[config.mk]
export PLATFORM = sky130hd
export DESIGN_NAME = lsu_mem_scheduler
export DESIGN_NICKNAME = d
export VERILOG_FILES = /design/src/rtl/lsu_mem_scheduler.sv
export SDC_FILE = /design/constraint.sdc
export NUM_CORES = 1
export LEC_CHECK = 0
export CORE_AREA = 8 8 131 133
export CTS_CLUSTER_SIZE = 16
export DETAILED_ROUTE_END_ITERATION = 10
export DIE_AREA = 0 0 139 141
export PLACE_DENSITY = 0.68
export REMOVE_ABC_BUFFERS = 1
export SETUP_SLACK_MARGIN = 0.2
export SLEW_MARGIN = 30
export SYNTH_ARGS = -nofsm -noshare
export SYNTH_HDL_FRONTEND = slang
export SYNTH_SLANG_ARGS = --single-unit
export TNS_END_PERCENT = 10
[constraint.sdc]
create_clock -name clk -period 2.4 [get_ports clk]
set_input_delay 0.48 -clock clk [delete_from_list [all_inputs] [get_ports clk]]
set_output_delay 0.48 -clock clk [all_outputs]
set_load 0.01 [all_outputs]
[src/rtl/lsu_mem_scheduler.sv]
// lsu_mem_scheduler: arbitrates LSQ load misses and store drains onto one outstanding
// memory transaction. Optional performance counters enabled by LSU_SCHED_PERF_EN.
module lsu_mem_scheduler #(
  parameter int unsigned ADDR_WIDTH   = 32,
  parameter int unsigned DATA_WIDTH   = 32,
  parameter int unsigned TAG_WIDTH    = 4,
  parameter int unsigned STARVE_LIMIT = 4
) (
  input  logic                  clk,
  input  logic                  rst_n,
  input  logic                  ld_req,
  input  logic [ADDR_WIDTH-1:0] ld_addr,
  input  logic [TAG_WIDTH-1:0]  ld_tag,
  output logic                  ld_gnt,
  output logic                  ld_resp_valid,
  output logic [DATA_WIDTH-1:0] ld_resp_data,
  output logic [TAG_WIDTH-1:0]  ld_resp_tag,
  input  logic                  st_req,
  input  logic [ADDR_WIDTH-1:0] st_addr,
  input  logic [DATA_WIDTH-1:0] st_wdata,
  input  logic                  st_urgent,
  output logic                  st_gnt,
  output logic                  st_done,
  output logic                  mem_read,
  output logic                  mem_write,
  output logic [ADDR_WIDTH-1:0] mem_addr,
  output logic [DATA_WIDTH-1:0] mem_wdata,
  input  logic [DATA_WIDTH-1:0] mem_rdata,
  input  logic                  mem_ready,
  output logic                  busy
`ifdef LSU_SCHED_PERF_EN
  ,
  output logic [31:0]           perf_ld_grants,
  output logic [31:0]           perf_st_grants,
  output logic [31:0]           perf_starve_overrides,
  output logic [31:0]           perf_wait_cycles
`endif
);

  localparam logic [7:0] STARVE_MAX = 8'(STARVE_LIMIT);

  typedef enum logic [1:0] {
    IDLE = 2'd0,
    RD   = 2'd1,
    WR   = 2'd2
  } state_e;

  state_e                state_q, state_d;
  logic [7:0]            starve_cnt_q, starve_cnt_d;
  logic [TAG_WIDTH-1:0]  tag_q, tag_d;
  logic                  starved;
  logic                  rule_st;
  logic                  pick_ld;
  logic                  pick_st;

  logic                  ld_gnt_d;
  logic                  ld_resp_valid_d;
  logic [DATA_WIDTH-1:0] ld_resp_data_d;
  logic [TAG_WIDTH-1:0]  ld_resp_tag_d;
  logic                  st_gnt_d;
  logic                  st_done_d;
  logic                  mem_read_d;
  logic                  mem_write_d;
  logic [ADDR_WIDTH-1:0] mem_addr_d;
  logic [DATA_WIDTH-1:0] mem_wdata_d;
  logic                  busy_d;

  // Arbitration is only meaningful in IDLE, so a held request cannot be re-granted while busy.
  always_comb begin
    starved = (starve_cnt_q == STARVE_MAX);
    rule_st = 1'b0;
    pick_ld = 1'b0;
    pick_st = 1'b0;
    if (state_q == IDLE) begin
      if (st_req && (st_urgent || starved)) begin
        pick_st = 1'b1;
        rule_st = 1'b1;
      end else if (ld_req) begin
        pick_ld = 1'b1;
      end else if (st_req) begin
        pick_st = 1'b1;
      end
    end
  end

  always_ff @(posedge clk or negedge rst_n) begin
    if (!rst_n) begin
      state_q <= IDLE;
    end else begin
      state_q <= state_d;
    end
  end

  always_comb begin
    state_d = state_q;
    case (state_q)
      IDLE: begin
        if (pick_ld) begin
          state_d = RD;
        end else if (pick_st) begin
          state_d = WR;
        end
      end
      RD, WR: begin
        if (mem_ready) begin
          state_d = IDLE;
        end
      end
      default: state_d = IDLE;
    endcase
  end

  // Every output is registered, so this process produces next-cycle output values.
  always_comb begin
    ld_gnt_d        = pick_ld;
    st_gnt_d        = pick_st;
    mem_read_d      = (state_d == RD);
    mem_write_d     = (state_d == WR);
    busy_d          = (state_d != IDLE);
    ld_resp_valid_d = (state_q == RD) && mem_ready;
    st_done_d       = (state_q == WR) && mem_ready;
    ld_resp_data_d  = ld_resp_data;
    ld_resp_tag_d   = ld_resp_tag;
    mem_addr_d      = mem_addr;
    mem_wdata_d     = mem_wdata;
    tag_d           = tag_q;
    starve_cnt_d    = starve_cnt_q;

    if (pick_ld) begin
      mem_addr_d = ld_addr;
      tag_d      = ld_tag;
      if (st_req && (starve_cnt_q < STARVE_MAX)) begin
        starve_cnt_d = starve_cnt_q + 8'd1;
      end
    end

    if (pick_st) begin
      mem_addr_d   = st_addr;
      mem_wdata_d  = st_wdata;
      starve_cnt_d = '0;
    end

    if (ld_resp_valid_d) begin
      ld_resp_data_d = mem_rdata;
      ld_resp_tag_d  = tag_q;
    end
  end

  always_ff @(posedge clk or negedge rst_n) begin
    if (!rst_n) begin
      starve_cnt_q  <= '0;
      tag_q         <= '0;
      ld_gnt        <= 1'b0;
      ld_resp_valid <= 1'b0;
      ld_resp_data  <= '0;
      ld_resp_tag   <= '0;
      st_gnt        <= 1'b0;
      st_done       <= 1'b0;
      mem_read      <= 1'b0;
      mem_write     <= 1'b0;
      mem_addr      <= '0;
      mem_wdata     <= '0;
      busy          <= 1'b0;
    end else begin
      starve_cnt_q  <= starve_cnt_d;
      tag_q         <= tag_d;
      ld_gnt        <= ld_gnt_d;
      ld_resp_valid <= ld_resp_valid_d;
      ld_resp_data  <= ld_resp_data_d;
      ld_resp_tag   <= ld_resp_tag_d;
      st_gnt        <= st_gnt_d;
      st_done       <= st_done_d;
      mem_read      <= mem_read_d;
      mem_write     <= mem_write_d;
      mem_addr      <= mem_addr_d;
      mem_wdata     <= mem_wdata_d;
      busy          <= busy_d;
    end
  end

`ifdef LSU_SCHED_PERF_EN
  // Overrides count only store wins that actually displaced a pending load.
  always_ff @(posedge clk or negedge rst_n) begin
    if (!rst_n) begin
      perf_ld_grants        <= '0;
      perf_st_grants        <= '0;
      perf_starve_overrides <= '0;
      perf_wait_cycles      <= '0;
    end else begin
      if (pick_ld) begin
        perf_ld_grants <= perf_ld_grants + 32'd1;
      end
      if (pick_st) begin
        perf_st_grants <= perf_st_grants + 32'd1;
      end
      if (rule_st && ld_req) begin
        perf_starve_overrides <= perf_starve_overrides + 32'd1;
      end
      if ((state_q != IDLE) && !mem_ready) begin
        perf_wait_cycles <= perf_wait_cycles + 32'd1;
      end
    end
  end
`endif

endmodule

# [After elaboration in Yosys (flattened, before gate mapping)]
# Index checks and enable logic that the tools add are counted.
[totals] memories=0 ram_bits=0 latch_bits=0 romBits=0 output_inout_bits=107 input_bits=138 word_cells=48 reg_bits=121
[classes] mul=0 add_sub_neg=1 n_lt_le_gt_ge=1 div_mod_pow=0 eq_ne=5 n_reduce_logical=11 shift=0 bitwise=0 mux=16
[ops] op="$mux W32" n=2
[ops] op="$mux W8" n=3
[ops] op="$add A8 B1 Y8 const B" n=1
[ops] op="$eq A8 B3 Y1 const B" n=1
[ops] op="$lt A8 B3 Y1 const B" n=1
[ops] op="$mux W1" n=7
[ops] op="$mux W2" n=3
[ops] op="$reduce_bool A2 Y1" n=3
[ops] op="$eq A2 B1 Y1 const B" n=2
[ops] op="$eq A2 B2 Y1 const B" n=2
[ops] op="$logic_and A1 B1 Y1" n=4
[ops] op="$pmux W2 S2" n=1
[ops] op="$logic_not A2 Y1" n=1
[ops] op="$reduce_and A2 Y1" n=1
[ops] op="$reduce_or A2 Y1" n=1
[ops] op="$logic_or A1 B1 Y1" n=1

# [Depth between registers and ports, before layout]
[depth] ltp_word=9 depth_mapped=8

# [Worst setup path before layout]
# OpenSTA, ideal clock, no wires.
[synth_timing] kind="reg-to-reg" startpoint="register state_q[0]" endpoint="register tag_q[0]" path_slack_ns=0.680 n_path_buf=0 synth_period_minus_slack_ns=1.720 stages_incl_launch_ff=7 t_arrival_ns=1.595 setup_time_ns=0.125 path_cell_list="dfrtp_1 inv_1 ha_1 nand2_1 a211oi_2 o21bai_4 mux2_2"
[synth_between] elab_chain_len=2
[synth_rtl] element="start: declaration" line="48" source="state_e state_q, state_d;"
[synth_rtl] element="start signal: assignment" line="90" source="state_q <= state_d;"
[synth_rtl] element="$logic_not A2 Y1" line="74" source="if (state_q == IDLE) begin"
[synth_rtl] element="$mux W1" line="74"
[synth_rtl] element="via ld_gnt_d" line="56" source="logic ld_gnt_d;"
[synth_rtl] element="end signal: assignment" line="166" source="tag_q <= tag_d;"
[synth_rtl] element="end: declaration" line="50" source="logic [TAG_WIDTH-1:0] tag_q, tag_d;"
# The timed path passes the listed nets, and every way through them passes these cells.
# A chain may end at the register's enable or synchronous reset.

# [Worst setup path in the final report]
[layout_timing] startpoint="register state_q[1]" endpoint="register tag_q[1]"
# Same word-level chain as after synthesis.

==> reports/results.ini <==
[run_status]
outcome = finished, final reports clean

[global_routing]
antenna_found_initial = 0
grt_use_total_pct = 16.3
globalRouteOverflowTotal = 0
grt_pass1_wl_microns = 25400
grt_pass1_vias = 4611
grt_start_max_net_pins = 67

[clocking]
htree_levels = 4
cts_tree = built
clock_path_buffers = 2
ctsResizeCount = 0
cts-root-buf = clkbuf_16
cts_sinks = 121
post-cts-setup-buffers = 0
cts_hold_buf = 0
clk_pin_slew_ns = 0.05
clk_latency_ns = 0.42
cts_buffers = 17

[place]
io_buffers = 244
dp_hpwl_microns = 11500
dp_slack_ns = 0.208
dp_cells = 787
place_congestion = 0.757

[sta]
setup_slack_ns = 0.401
fmax_mhz = 500
rsz0062_at_grt = false
period_needed_ns = 2.00
slew_violations = 0
setup_viol = 0
worst_slew_pin_slew_ns = 0.515
slew_headroom_pct = 65.7
min_period_over_period_pct = 83.3
finClkSkew_ns = 0.0213
hold_viol = 0

[die]
core_region_area_sq_um = 15000
initial_core_util_pct = 34.3
num_rows = 45
die_w_microns = 139
die_area_sq_um = 19600
die_h_microns = 141
ios = 245

[power_and_ir_drop]
leakagePower_nw = 3.53
ir_drop_mv = 0.694
seqPwrFrac_pct = 31.9
comb_power_share_pct = 42.5
p_sw_share_pct = 29.8
p_int_mw = 7.84
p_clk_share_pct = 25.6
powerDensity_nw_per_um2 = 1320
p_switching_mw = 3.33
power_mw = 11.2

[drt]
wl_per_cell_microns = 19.3
drc_errors = 0
via_per_inst = 4.93
vias = 4040
ant_nets = 0
routed_wl_microns = 15800
dr.pass1.iters = 4
dr.first_iter.drc_count = 197

[critical_path]
cp_cell_sequence = inv_1, ha_1, nand2_1, a211oi_2, o21bai_4, mux2_2
slowest_stage = dfrtp_1
arrival_ns = 2.30
slowest_delay_ns = 0.44
path_class = reg2reg
worstSetupStartpoint = state_q[1]
worst_ep_required_time_ns = 2.70
startpoint_type = flip-flop
crit_fanout = 7
cp-end-kind = flip-flop
r2r_start = state_q[1]

[logic_synthesis]
synth_area_sq_um = 5140
synth.mux.area_fraction_pct = 18.0
synth-adder-area-share_pct = 1.46
ys_top_cells_by_area = dfrtp_1 (59%), mux2_4 (9.1%), mux2_2 (9.0%)
synth_compound_area_share_pct = 14.6
synth-xor-area-share_pct = 0
avgSynthCellArea_sq_um = 13.9
synth_top_family_by_area = multiplexers
synth_top_cell_by_area = dfrtp_1
yosysSeqAreaShare_pct = 58.9
synth_ff_type = dfrtp_1
synth_async_sr_flop_share_pct = 100
ys_types = 34
ys_ff_latch = 121
synth-edff-count = 0
ys.warnings.count = 0
synth_top_area_share_pct = 58.9
synth-simple-area-share_pct = 2.90
synthCells = 371

[final_layout]
final_net_count = 762
fillers = 1231
drive_gt1_share_pct = 19.3
final-instance-count-excl-fill = 819
area_growth_pct = 64.9
diodes = 0

[flow_run]
maxCapViolations = 0

[min_path]
hold_class = in2async

## worst max-delay path, delay by kind of cell (launching register included)
family | cells | cell delay (ns)
adder cells (fa/ha/maj) | 1 | 0.26
buffers and inverters | 1 | 0.10
multiplexers | 1 | 0.37
AO/OA/AOI/OAI | 2 | 0.52
flip-flops | 1 | 0.44
AND/OR/NAND/NOR | 1 | 0.17
## synthesized netlist by cell type, drive strengths merged (2+ instances only)
| cell | n |
|---|---|
| inv | 9 |
| ha | 6 |
| buf | 18 |
| o21bai | 2 |
| o21ai | 69 |
| clkbuf | 10 |
| mux2 | 72 |
| and2 | 2 |
| a32oi | 32 |
| nand2 | 4 |
| nor2 | 4 |
| a211oi | 2 |
| dfrtp | 121 |
| o2bb2ai | 2 |
| nor2b | 6 |
## logic make-up (layout without fill, tap and decap cells)
logic type,count (synthesis),count (layout)
buffers and inverters,37,297
AOI/OAI and AO/OA,113,113
DFF,121,121
and+or+nand+nor,22,22
adders and majority gates,6,6
muxes,72,72
## path summary, 6_finish.rpt
| kind | endpoint | slack, ns | cells past startpoint |
|---|---|---|---|
| max | tag_q[1] | 0.40 | 6 |
| min | ld_resp_data[0] | 0.04 | 1 |
| max reg2reg | tag_q[1] | 0.40 | 6 |
| min reg2reg | mem_addr[0] | 0.50 | 2 |
| max in group asynchronous | mem_wdata[23] | 1.67 | 2 |
| min in group clk | mem_addr[0] | 0.50 | 2 |
## registers in the layout, indices dropped and copies added (netlist names)
| name | count |
|---|---|
| busy | 1 |
| ld_gnt | 1 |
| ld_resp_data | 32 |
| ld_resp_tag | 4 |
| ld_resp_valid | 1 |
| mem_addr | 32 |
| mem_read | 1 |
| mem_wdata | 32 |
| mem_write | 1 |
| st_done | 1 |
| st_gnt | 1 |
| starve_cnt_q | 8 |
| state_q | 2 |
| tag_q | 4 |
## routing by layer
layer  routed length [microns]  part of all wire, %  global-route usage (%)
met1                      6010                   38                    17.2
met2                      8100                   51                    28.5
met3                      1410                  8.9                    6.99
met4                       264                  1.7                    6.53
met5                         0                    0                       0
## power groups by stage
stage | Clock [mW] | Combinational, mW | Sequential, mW
floorplan | 0 | 1.69 | 3.95
global placement | 0 | 4.71 | 3.52
detailed placement | 0 | 4.81 | 3.58
CTS | 2.94 | 4.84 | 3.57
global route | 3.03 | 5.10 | 3.69
finish | 2.86 | 4.74 | 3.56
## final cells by class
cell class / count / area [sq um] / share of cell area (%)
inverter: 9 / 33.8 / 0.398
clock buffer: 25 / 505 / 5.96
multi-input combinational: 213 / 1910 / 22.5
timing repair buffer: 256 / 2610 / 30.7
sequential: 121 / 3030 / 35.7
clock inverter: 7 / 160 / 1.89
tap: 188 / 235 / 2.77
## cells in the final DEF, fill, tap and decap left out, drive strengths merged, types with 5 or more instances in the layout
cell           synthesis  routed
bufinv                 0       5
mux2                  72      72
buf                   18      13
dfrtp                121     121
o21ai                 69      69
nor2b                  6       6
clkdlybuf4s50          0     243
a32oi                 32      32
clkbuf                10      25
ha                     6       6
inv                    9       9
## per-stage QoR
| step | hold WS, ns | instance area, sq um | utilization (%) | setup TNS, ns |
|---|---|---|---|---|
| floorplan | 0.184 | 4960 | - | -67.74 |
| global placement | 0.481 | 7810 | 52.2 | 0 |
| detailed placement | 0.481 | 7810 | 52.2 | 0 |
| CTS | 0.0485 | 8480 | 56.6 | 0 |
| global route | 0.0768 | 8480 | 56.6 | 0 |
| finish | 0.0406 | 8480 | 56.6 | 0 |
(Power assumes the default switching activity.)
